<file path="src/rtl/sb_pkg.sv">
// Shared sideband definitions: message width, inter-message gap length and
// receiver state encoding.
package sb_pkg;

    localparam int SB_MSG_W  = 64;
    localparam int SB_GAP_UI = 32;

    typedef enum logic [1:0] {
        IDLE  = 2'd0,
        SHIFT = 2'd1,
        GAP   = 2'd2
    } sb_rx_state_t;

endpackage

</file>
<file path="src/rtl/sb_rx_fifo.sv">
// Message FIFO for the sideband receiver. A push into a full FIFO is accepted
// only when a pop happens in the same cycle.
module sb_rx_fifo
    import sb_pkg::*;
#(
    parameter int buffer_size = 4
) (
    input  logic                clk_800MHz,
    input  logic                reset,
    input  logic                push,
    input  logic                pop,
    input  logic [SB_MSG_W-1:0] wdata,
    output logic [SB_MSG_W-1:0] rdata,
    output logic                full,
    output logic                empty
);

    localparam int AW = (buffer_size > 1) ? $clog2(buffer_size) : 1;
    localparam logic [AW-1:0] PTR_ONE = 1;
    localparam logic [AW:0]   CNT_ONE = 1;
    localparam logic [AW:0]   DEPTH   = (AW+1)'(buffer_size);

    logic [SB_MSG_W-1:0] mem [buffer_size];
    logic [AW-1:0]       wr_ptr;
    logic [AW-1:0]       rd_ptr;
    logic [AW:0]         count;
    logic                do_push;
    logic                do_pop;

    assign full    = (count == DEPTH);
    assign empty   = (count == '0);
    assign do_pop  = pop & ~empty;
    assign do_push = push & (~full | do_pop);
    assign rdata   = mem[rd_ptr];

    always_ff @(posedge clk_800MHz) begin
        if (do_push) begin
            mem[wr_ptr] <= wdata;
        end
    end

    always_ff @(posedge clk_800MHz) begin
        if (reset) begin
            wr_ptr <= '0;
            rd_ptr <= '0;
            count  <= '0;
        end else begin
            if (do_push) wr_ptr <= wr_ptr + PTR_ONE;
            if (do_pop)  rd_ptr <= rd_ptr + PTR_ONE;
            case ({do_push, do_pop})
                2'b10:   count <= count + CNT_ONE;
                2'b01:   count <= count - CNT_ONE;
                default: count <= count;
            endcase
        end
    end

endmodule

</file>
<file path="src/rtl/sb_rx_deserializer.sv">
// Sideband receiver: assembles 64-bit LSB-first messages from strobed serial
// bits, enforces the inter-message gap and queues messages for the LTSM.
module sb_rx_deserializer
    import sb_pkg::*;
#(
    parameter int buffer_size = 4
) (
    input  logic                clk_800MHz,
    input  logic                reset,
    input  logic                enable_i,
    input  logic                clkPin_i,
    input  logic                dataPin_i,
    input  logic                msg_req_i,
    output logic [SB_MSG_W-1:0] data_o,
    output logic                valid_o,
    output logic                empty_o,
    output logic                full_o,
    output logic                overflow_o,
    output logic                frame_err_o,
    output logic [1:0]          state_o
);

    localparam logic [5:0] LAST_BIT = 6'(SB_MSG_W - 1);
    localparam logic [4:0] LAST_GAP = 5'(SB_GAP_UI - 1);

    sb_rx_state_t        state;
    logic [5:0]          bit_cnt;
    logic [4:0]          gap_cnt;
    logic                gap_err;
    logic [SB_MSG_W-1:0] shift_reg;
    logic                commit;
    logic [SB_MSG_W-1:0] fifo_rdata;
    logic                pop_ok;
    logic                drop;

    assign state_o = state;
    assign pop_ok  = msg_req_i & ~empty_o;
    assign drop    = commit & full_o & ~msg_req_i;

    // shift_reg holds the finished message during the commit cycle, since
    // nothing shifts once the FSM has left SHIFT.
    sb_rx_fifo #(.buffer_size(buffer_size)) u_fifo (
        .clk_800MHz (clk_800MHz),
        .reset      (reset),
        .push       (commit),
        .pop        (msg_req_i),
        .wdata      (shift_reg),
        .rdata      (fifo_rdata),
        .full       (full_o),
        .empty      (empty_o)
    );

    always_ff @(posedge clk_800MHz) begin
        if (reset) begin
            state       <= IDLE;
            bit_cnt     <= '0;
            gap_cnt     <= '0;
            gap_err     <= 1'b0;
            shift_reg   <= '0;
            commit      <= 1'b0;
            frame_err_o <= 1'b0;
            overflow_o  <= 1'b0;
            data_o      <= '0;
            valid_o     <= 1'b0;
        end else begin
            commit      <= 1'b0;
            frame_err_o <= 1'b0;
            valid_o     <= 1'b0;
            if (pop_ok) begin
                data_o  <= fifo_rdata;
                valid_o <= 1'b1;
            end
            if (drop) overflow_o <= 1'b1;

            if (!enable_i) begin
                state   <= IDLE;
                bit_cnt <= '0;
                gap_cnt <= '0;
                gap_err <= 1'b0;
            end else begin
                case (state)
                    IDLE: begin
                        if (clkPin_i) begin
                            shift_reg <= {dataPin_i, shift_reg[SB_MSG_W-1:1]};
                            bit_cnt   <= 6'd1;
                            state     <= SHIFT;
                        end
                    end
                    SHIFT: begin
                        if (clkPin_i) begin
                            shift_reg <= {dataPin_i, shift_reg[SB_MSG_W-1:1]};
                            if (bit_cnt == LAST_BIT) begin
                                commit  <= 1'b1;
                                bit_cnt <= '0;
                                gap_cnt <= '0;
                                gap_err <= 1'b0;
                                state   <= GAP;
                            end else begin
                                bit_cnt <= bit_cnt + 6'd1;
                            end
                        end else begin
                            frame_err_o <= 1'b1;
                            bit_cnt     <= '0;
                            state       <= IDLE;
                        end
                    end
                    GAP: begin
                        // One error pulse per burst of early strobes; the low
                        // count restarts after the burst ends.
                        if (clkPin_i) begin
                            gap_cnt <= '0;
                            gap_err <= 1'b1;
                            if (!gap_err) frame_err_o <= 1'b1;
                        end else begin
                            gap_err <= 1'b0;
                            if (gap_cnt == LAST_GAP) begin
                                gap_cnt <= '0;
                                state   <= IDLE;
                            end else begin
                                gap_cnt <= gap_cnt + 5'd1;
                            end
                        end
                    end
                    default: state <= IDLE;
                endcase
            end
        end
    end

endmodule

</file>
<file path="config.mk">
export PLATFORM = sky130hd
export DESIGN_NAME = sb_rx_deserializer
export DESIGN_NICKNAME = d
export VERILOG_FILES = /design/src/rtl/sb_pkg.sv /design/src/rtl/sb_rx_fifo.sv /design/src/rtl/sb_rx_deserializer.sv
export SDC_FILE = /design/constraint.sdc
export NUM_CORES = 1
export LEC_CHECK = 0
export CAP_MARGIN = 20
export CORE_MARGIN = 2
export CORE_UTILIZATION = 30
export DETAILED_ROUTE_END_ITERATION = 8
export HOLD_SLACK_MARGIN = 0.15
export PLACE_DENSITY = 0.45
export SYNTH_ARGS = -nofsm -noshare
export SYNTH_HDL_FRONTEND = slang
export SYNTH_SLANG_ARGS = --single-unit
</file>
<file path="constraint.sdc">
create_clock -name clk_800MHz -period 3.75 [get_ports clk_800MHz]
set_input_delay 0.75 -clock clk_800MHz [delete_from_list [all_inputs] [get_ports clk_800MHz]]
set_output_delay 0.75 -clock clk_800MHz [all_outputs]
set_load 0.005 [all_outputs]
</file>
# Yosys cells after proc, flatten, opt, wreduce, memory -nomap -nowiden
# Memory sizes are Yosys's and may differ from the RTL's. A register that Yosys moved wholly into a read port is not among the register bits.
# Index checks and enable logic that the tools add are counted.
# Widths: inputs -> output; s select.
# op_classes
addsub	6
mul	0
n_div	0
order_cmp	0
n_eq_ne	13
n_shift	0
n_mux	28
bitwise_logic	11
reduce_logical	12
# op_table
operator	count
$mux 5	4
$mux 6	3
$pmux 6 s2	1
$mux 1	10
$mux 2	5
$ne 2x2->1 const B	5
$pmux 5 s2	1
$add 6x1->6 const B	1
$eq 6x6->1 const B	1
$not 1->1	6
$pmux 2 s3	1
$pmux 3 s2	1
$reduce_and 3->1	2
$reduce_bool 2->1	3
$add 5x1->5 const B	1
$eq 5x5->1 const B	1
$add 2x1->2 const B	2
$and 1x1->1	4
$eq 2x1->1 const B	2
$eq 2x2->1 const B	2
$pmux 1 s2	2
$reduce_and 4->1	1
$reduce_or 2->1	2
$reduce_or 4->1	1
8 further kinds	8
# word_totals
regBits	89
latchBits	0
ramBits	256
romBits	0
inputBits	6
wordCells	83
n_memories	1
# mem_list
memory	depth	word_bits	read_ports	rd_ports_with_merged_regs	write_ports	line_no	source
u_fifo.mem	4	64	1	1	1	sb_rx_fifo.sv:23	logic [SB_MSG_W-1:0] mem [buffer_size];

# Logic depth before layout (Yosys ltp)
# Gate-level depths: netlist of the first run.
# logic_depth
depth_word	7
depth_mapped	9
ltp_nobuf	8

# Modules after synthesis
# From an unflattened synthesis of the first run, not the netlist that was laid out.
# unflattened
hier_cells	1050
area_unflattened_um2	15138.3
# by_module_without_submodules
mod	instances	cells_each	area_each_um2
sb_rx_fifo	1	388	9795.6
sb_rx_deserializer	1	662	5342.6

# Least setup slack after synthesis of the first run
# No wires, ideal clock.
# synth_path
path_kind	input to register
start	input port msg_req_i
end	memory u_fifo.mem[1][0], enable pin
setup_time_ns	0.429
t_arrival_ns	2.578
path_slack_ns	0.743
cell_stages	4
path_cell_list	nor4b_4 > nor2b_1 > buf_6 > and2_1
# synth_between
elab_chain_len	5
# synth_rtl
element	line_no	source
from (decl)	sb_rx_deserializer.sv:13	input logic msg_req_i,
$and 1x1->1	sb_rx_fifo.sv:32	assign do_pop = pop & ~empty;
$or 1x1->1	sb_rx_fifo.sv:33	assign do_push = push & (~full | do_pop);
$and 1x1->1	sb_rx_fifo.sv:33	
$mux 1	sb_rx_fifo.sv:37	if (do_push) begin
$mux 1 (implied by the code)	sb_rx_fifo.sv:38	mem[wr_ptr] <= wdata;
to (decl)	sb_rx_fifo.sv:23	
# No other way between the ends.

# Worst setup path after layout of the first run
# layout_path
start	register u_fifo.count[0]
end	output port full_o
# layout_between
elab_chain_len	1
# layout_rtl
element	line_no	source
from (decl)	sb_rx_fifo.sv:26	logic [AW:0] count;
from (signal assigned)	sb_rx_fifo.sv:51	2'b10: count <= count + CNT_ONE;
from (signal assigned)	sb_rx_fifo.sv:52	2'b01: count <= count - CNT_ONE;
from (signal assigned)	sb_rx_fifo.sv:53	default: count <= count;
$eq 3x3->1	sb_rx_fifo.sv:30	assign full = (count == DEPTH);
to (decl)	sb_rx_deserializer.sv:17	output logic full_o,
# No other way between the ends.

==> run metrics, run 1 <==
drt pass-1 iters=4; CTS max path bufs=3; CTS Sinks=409; Cell Area, Placed=16610 sq um; clk root buf=clkbuf_16; power share of the clock group=0.451; CTS tree=done; die area=52300 sq um; Vias=~8300; cell count after synthesis=between 1000 and 1500; final instance area=roughly 18000 sq um; max reg flops=256; max-cap viol count=0; synthesized area=15150 sq um; Num CTS Buffers=46; drt drc=0; grt ovf=0; Port-buffer cells=76; first-pass GRT wire length=50180 um; Rows=about 80; CORE AREA=49970 sq um; effective utilization at floorplan=0.3032; dpl ws=644.3 ps; Post-DP HPWL=~17000 um; Worst VDD drop=0.3637 mV; Mapped Nets=1075; post-route setup TNS=0 ps; post-route insts no fill=~1800; fin crit period=~2600 ps; critical path arrival=1900 ps; synthesis-to-finish area growth=19.21%; ANT cells=0; vias per cell=4.506; syn_area_per_cell=14.32 sq um; Crit Path Max Fanout=7; average wire per cell in the routed design=17.13 um; Final Hold Viols=0; number of synthesized register bits=409; # H-tree levels=2; Commonest cells post-synth=nand2_1 (261), edfxtp_1 (256), dfxtp_1 (153), a21oi_1 (136), mux4_2 (64); Final Setup Violations=0; unique cell type count in the Yosys netlist=47; antenna violations before repair=0; die width=228.7 um; number of synthesized flops with an enable pin=256; vias in the first global route=8489; Net Sw Frac=0.2125; I/O pin count=77; P_int=0.007438 W; Slew @ Worst Pin=950.2 ps; Net Switching=0.002006 W; Flop pwr share=0.507; layout cells sized above 1=0.1407; synth top area cells=edfxtp_1 (51%), dfxtp_1 (20%), mux4_2 (9.5%); DRT iter0 DRCs=roughly 500; status=completed; Comb pwr share=0.041; Async SR Flop Fraction=0; PnR Total Power=0.009444 W; Yosys top cell area share=0.5075; Setup crit start kind=register; Max-Slew Margin vs Limit=0.3665; Fmax achieved=377.8 MHz; P per Cell Area=523.0 nW/um^2; hold_buf cts=0; Slew Viols, Final=0; largest area contributor in the netlist=edfxtp_1; Crit. End Element=primary output; Seq/Total Area, Yosys=0.7097; Clk Latency, worst-skew pair=between 500 and 600 ps; Routability Congestion=0.6849; total setup buffers inserted after CTS=0; Final WS setup=around 1100 ps; die height=228.7 um; cts repair resizes=0; RSZ-0062 raised after global routing=false; largest net degree at the start of global routing=79; Total Nets Final=1152; Final ANT Viol Nets=0; clk_skew=11.07 ps; Post-Place Cells=1759; Total GRT Usage=0.1225; crit path kind=register to primary output; Tcrit/Tclk final=0.7058; Ys Warns=0; Hold WC Path Type=register to register; Reg clk slew, reported paths=about 60 ps; Routed WL=31610 um; Worst EP required=3000 ps; dominant synthesized flop cell=edfxtp_1; Leakage=6.041 nW; top-count cell post-synth=nand2_1
## worst paths after layout
path,startpoint,end,slack [ps],depth (start not counted)
max,u_fifo.count[0],full_o,1100,3
min,data_o[50],data_o[50],450,2
max reg2reg,u_fifo.count[2],u_fifo.count[1],1580,8
min reg2reg,data_o[50],data_o[50],450,2
## through the flow
| stage | hold slack [ps] | utilization |
|---|---|---|
| floorplan | 443.8 | - |
| global placement | 446.6 | 0.3324 |
| detailed placement | 445.6 | 0.3324 |
| CTS | 453.2 | 0.3614 |
| global route | 472.2 | 0.3614 |
| finish | 450.1 | 0.3614 |
## cells in the final DEF (no fill, tap or decap), drive strengths merged, types with 7 or more instances in the layout
cell type,count
nand2,262
edfxtp,256
dfxtp,153
a21oi,137
clkdlybuf4s50,75
clkbuf,68
mux4,64
nor2,23
buf,19
clkinv,16
ha,10
inv,9
nand3,7
## per-layer routing
layer	vias up	part of all wire	GRT usage
met2	136	0.46	0.1922
met1	4143	0.48	0.1711
met4	0	0.016	0.03043
li1	3994	-	-
met5	-	0	0
met3	41	0.045	0.02932
## layout make-up
type | instances | area (sq um)
repair buffers | 94 | 993.5
multi-input cells | 576 | 3986
flip-flops and latches | 409 | 10760
fillers | 4833 | 31910
inverters | 8 | 30.03
clock inverters | 18 | 111.4
well taps | 672 | 840.8
clock buffers | 68 | 1338
## logic make-up after synthesis
logic type      share of synthesized area
simple gates                      0.09062
fa+ha+maj                        0.009582
compound gates                    0.05691
mux                                0.1001
xor+xnor                         0.005204
buf+inv                           0.02784
flops                              0.7097
## power by group through the flow
stage	sequential (W)	combinational, W	clock [W]
global placement	0.00489	0.000406	0
floorplan	0.00486	0.000315	0
detailed placement	0.00489	0.000408	0
finish	0.00479	0.000390	0.00426
global route	0.00480	0.000435	0.00460
CTS	0.00479	0.000409	0.00442
## critical path, cell delays in order (launching register included)
cell and delay [ps]:
dfxtp_1 540, inv_1 160, and3_1 200, clkdlybuf4s50_1 440
Power figures use the tool's default switching activity.
==> run 2, diff against run 1 <==
- clock period: 3.75 -> 2.5 ns (I/O delays scaled with it)
==> run metrics, run 2 (synthesis results as in run 1) <==
worst hold path startpoint=data_o[52]; Num CTS Buffers=45 (-2.2%); Port-buffer cells=76 (unchanged); Post-DP HPWL=18250 um (+6.5%); Hold EP=data_o[52]; clk_skew=9.872 ps (-1.199 ps); P per Cell Area=781.9 nW/um^2 (+50%); Clk Latency, worst-skew pair=560 ps (about the same); Final Setup Violations=0 (unchanged); # H-tree levels=2 (unchanged); Total Nets Final=1176 (+2.1%); Final Hold Viols=0 (unchanged); RSZ-0062 raised after global routing=false; vias per cell=4.476 (-0.67%); Routed WL=32140 um (+1.7%); average wire per cell in the routed design=17.20 um (+0.41%); Max-Slew Margin vs Limit=0.4622 (+0.09568); CTS tree=done; CORE AREA=49970 sq um (unchanged); Cell Area, Placed=16980 sq um (+2.3%); drt drc=0 (unchanged); final instance area=18460 sq um (+2.2%); Routability Congestion=0.7008 (+2.3%); Worst VDD drop=0.3942 mV (+8.4%); total setup buffers inserted after CTS=0 (unchanged); antenna violations before repair=0 (unchanged); DRT iter0 DRCs=489 (-3.7%); CTS Sinks=409 (unchanged); grt ovf=0 (unchanged); Worst R2R Path Depth=5 (-3); Leakage=6.204 nW (+2.7%); status=completed; Hold WC Path Type=register to register; Final ANT Viol Nets=0 (unchanged); die width=228.7 um (unchanged); layout cells sized above 1=0.1605 (+0.01987); cts repair resizes=0 (unchanged); critical path arrival=1840 ps (-60 ps); synthesis-to-finish area growth=21.87%; RR Endpoint=u_fifo.count[2]; drt pass-1 iters=4 (unchanged); Slew Viols, Final=0 (unchanged); Vias=8361 (+0.57%); die area=52300 sq um (unchanged); largest net degree at the start of global routing=139 (+76%); Tcrit/Tclk final=0.9378; WHS Path Cells=2 (unchanged); Reg clk slew, reported paths=60 ps (about the same); Slew @ Worst Pin=806.7 ps (-143.5 ps); fin crit period=~2300 ps; R2R setup slack=470 ps (-1110 ps); max reg flops=256 (unchanged); Fmax achieved=426.5 MHz; final core utilization=0.3695 (+0.008064); Worst EP required=2000 ps (-1000 ps); CTS max path bufs=3 (unchanged); max-cap viol count=0 (unchanged); hold_buf cts=0 (unchanged); first-pass GRT wire length=50900 um (+1.4%); PnR Total Power=0.01443 W (+53%); effective utilization at floorplan=0.3032 (unchanged); Total GRT Usage=0.1251 (+0.002527); ANT cells=0 (unchanged); most frequent cells in the layout=nand2_1 (261), edfxtp_1 (256), dfxtp_1 (150), a21oi_1 (136), clkdlybuf4s50_1 (75); Crit. End Element=primary output; Rows=82 (unchanged); commonest non-fill, non-tap cell in the layout=nand2_1; vias in the first global route=8642 (+1.8%); I/O pin count=77 (unchanged); die height=228.7 um (unchanged); clk root buf=clkbuf_16; crit path kind=register to primary output; Crit Path Max Fanout=5 (-2); Critical R2R Launch=u_fifo.count[0]; Fillers=4827 (-0.12%); Setup crit start kind=register
==> run 2: changes by cell type in the layout (fill, tap and decap cells not counted), sizes merged <==
cell,change
clkinvlp,+1
clkinv,-5
bufinv,+3
buf,+25
clkbuf,-1
==> run 2: where the power goes <==
part / switching, W / total [W] / internal [W]
combinational: 0.000403 / 0.000681 / 0.000278
sequential: 0.0000416 / 0.00717 / 0.00713
clock: 0.00262 / 0.00659 / 0.00397
total: 0.00306 / 0.0144 / 0.0114
==> run 2: worst max-delay path by stage <==
stage,to,cells past startpoint,from
2_1_floorplan,u_fifo.mem[0][0],4,commit
3_3_place_gp,u_fifo.count[1],9,msg_req_i
3_5_place_dp,u_fifo.count[1],9,msg_req_i
4_1_cts,full_o,3,u_fifo.count[0]
5_1_grt,full_o,3,u_fifo.count[1]
6_report,full_o,3,u_fifo.count[1]
==> run 2: per-stage QoR <==
| step | std cells | worst slack, ps | hold slack (ps) | TNS [ps] |
|---|---|---|---|---|
| 3_5_place_dp | 1784 | -68.46 | 445.9 | -75.83 |
| 5_1_grt | 1868 | 61.17 | 468.3 | 0 |
| 4_1_cts | 1868 | 64.72 | 453.7 | 0 |
| 6_report | 1868 | 155.5 | 450.3 | 0 |
| 2_1_floorplan | 1058 | 356.7 | 443.8 | 0 |
| 3_3_place_gp | 1784 | -70.17 | 443.8 | -70.17 |
==> run 2: layout make-up <==
type,instances,area (sq um),share of cell area
Timing Repair Buffer,119,1369,0.07415
Sequential cell,409,10760,0.5828
Clock buffer,67,1281,0.06940
Tap cell,672,840.8,0.04555
Multi-Input combinational cell,576,3986,0.2159
Inverter,8,30.03,0.001627
Clock inverter,17,193.9,0.01051
==> run 2: critical path, cell delays in order (launching register included) <==
cell	delay, ps
dfxtp_1	500
inv_1	140
and3_1	210
clkdlybuf4s50_1	440
==> run 2: per-layer routing <==
layer | vias up | share of wire | GRT usage
met5 | - | 0 | 0
met4 | 0 | 0.018 | 0.03922
met1 | 4150 | 0.48 | 0.1738
li1 | 4047 | - | -
met3 | 39 | 0.034 | 0.02395
met2 | 125 | 0.47 | 0.1978
==> run 3, diff against run 2 <==
- TNS_END_PERCENT: not set -> 1
==> run metrics, run 3 (synthesis results as in run 1) <==
DRT iter0 DRCs=473 (-3.3%); Crit Path Max Fanout=5 (unchanged); storage element area=10760 sq um (unchanged); RSZ-0062 raised after global routing=false; largest net degree at the start of global routing=86 (-38%); cells along the critical path=inv_1, and3_1, clkdlybuf4s50_1; post-route insts no fill=1874 (+0.32%); average wire per cell in the routed design=16.83 um (-2.2%); P per Cell Area=779.5 nW/um^2 (-0.31%); PnR Total Power=0.01439 W (-0.32%); power share of the clock group=0.454 (-0.002); Rows=82 (unchanged); Total GRT Usage=0.1211 (-0.003985); Slew Viols, Final=0 (unchanged); Port-buffer cells=76 (unchanged); Max-Slew Margin vs Limit=0.4731 (+0.01088); CTS tree=done; CP top delay family=buffers and inverters; vias per cell=4.485 (+0.19%); effective utilization at floorplan=0.3032 (unchanged); die area=52300 sq um (unchanged); clk root buf=clkbuf_16; CORE AREA=49970 sq um (unchanged); Fmax achieved=423.3 MHz (-0.76%); crit path kind=register to primary output; Worst VDD drop=0.4433 mV (+12%); commonest non-fill, non-tap cell in the layout=nand2_1; Fillers=4780 (-0.97%); Final Setup Violations=0 (unchanged); first-pass GRT wire length=49740 um (-2.3%); synthesis-to-finish area growth=21.86% (about the same); total setup buffers inserted after CTS=0 (unchanged); largest stage delay on the critical path=510 ps (about the same); Vias=8404 (+0.51%); Setup crit start kind=register; die width=228.7 um (unchanged); Tcrit/Tclk final=0.9450 (+0.007172); Net Sw Frac=0.2114 (-0.0007932); Routed WL=31550 um (-1.8%); max reg flops=256 (unchanged); P_int=0.01135 W (-0.22%); ANT cells=0 (unchanged); clk_skew=23.32 ps (+13.45 ps); most frequent cells in the layout=nand2_1 (261), edfxtp_1 (256), dfxtp_1 (150), a21oi_1 (136), clkdlybuf4s50_1 (75); critical path arrival=1860 ps (+20 ps); fin crit period=2362 ps (+17.93 ps); Clk Latency, worst-skew pair=560 ps (about the same); Flop pwr share=0.499 (+0.002); Crit. End Element=primary output; Comb pwr share=0.047 (about the same); antenna violations before repair=0 (unchanged); Post-Place Cells=1791 (+0.39%); I/O pin count=77 (unchanged); Hold WC Path Type=input port to register; Final Hold Viols=0 (unchanged); R2R setup slack=450 ps (-20 ps); Post-DP HPWL=19010 um (+4.1%); Net Switching=0.003042 W (-0.70%); Multi-input gate area=3986 sq um (unchanged); Slew @ Worst Pin=790.4 ps (-16.32 ps); vias in the first global route=8573 (-0.80%); die height=228.7 um (unchanged); max-cap viol count=0 (unchanged); layout cells sized above 1=0.1647 (+0.004190); status=completed; Leakage=6.222 nW (+0.29%); Critical-path top delay cell=dfxtp_1; Reg clk slew, reported paths=60 ps (about the same); Total Nets Final=1183 (+0.60%); drt pass-1 iters=4 (unchanged); grt ovf=0 (unchanged); Buf/Inv on CP=2 (unchanged); # H-tree levels=2 (unchanged); drt drc=0 (unchanged); Num CTS Buffers=45 (unchanged); Routability Congestion=0.6859 (-2.1%); Worst EP required=2000 ps (about the same); Final ANT Viol Nets=0 (unchanged); CTS Sinks=409 (unchanged); CTS max path bufs=3 (unchanged)
run 3: cell count changes in the layout (fill, tap and decap cells not counted):
cell        delta
buf_12         -4
clkbuf_8       +3
clkbuf_1       -4
buf_4         +11
bufinv_16      -1
clkinv_4       -1
clkinv_2       -3
clkinv_1       +4
clkinvlp_4     +1
run 3: path summary, 6_finish.rpt:
path / cells past startpoint / from / end
min: 2 / reset / shift_reg[27]
max: 3 / u_fifo.count[1] / full_o
max reg2reg: 5 / u_fifo.count[2] / u_fifo.count[2]
min reg2reg: 2 / data_o[39] / data_o[39]
run 3: worst reg2reg max path, cell delays in order, from the launching register on:
cell	delay (ps)
dfxtp_1	360
o31ai_4	290
buf_4	670
nor3b_1	160
a21oi_2	160
mux2_4	300
run 3: what timing repair did:
action,CTS,global route
hold buffers,0,0
resized for setup,0,1
setup endpoints to repair,0,1
run 3: area by class of cell:
cell class                 count  area share
tap                          672     0.04555
inverter                       8    0.001627
sequential                   409      0.5829
clock buffer                  66     0.07084
multi-input combinational    576      0.2160
clock inverter                17    0.008812
timing repair buffer         126     0.07430
run 3: metal layers:
metal / global-route usage / up-vias / share of wire
met5: 0 / - / 0
met4: 0.04350 / 0 / 0.024
met3: 0.02458 / 54 / 0.042
met2: 0.1979 / 144 / 0.47
met1: 0.1596 / 4138 / 0.46
li1: - / 4068 / -
run 3: power by group through the flow:
| stage | logic, W | registers [W] | clock network, W |
|---|---|---|---|
| after global placement | 0.000705 | 0.00732 | 0 |
| after floorplan | 0.000475 | 0.00729 | 0 |
| after CTS | 0.000710 | 0.00717 | 0.00675 |
| final | 0.000682 | 0.00717 | 0.00653 |
| after global routing | 0.000755 | 0.00717 | 0.00700 |
| after detailed placement | 0.000708 | 0.00732 | 0 |
run 3: metrics by stage:
stage | setup TNS (ps) | area [sq um] | hold slack, ps | setup slack (ps) | util
floorplan | -64360 | 15150 | 443.8 | -335.2 | -
global placement | -85.20 | 16990 | 443.7 | -82.32 | 0.3400
detailed placement | -81.19 | 16990 | 445.9 | -69.37 | 0.3400
CTS | 0 | 18460 | 349.4 | 55.66 | 0.3694
global route | 0 | 18460 | 376.2 | 53.90 | 0.3694
finish | 0 | 18460 | 366.5 | 137.5 | 0.3694
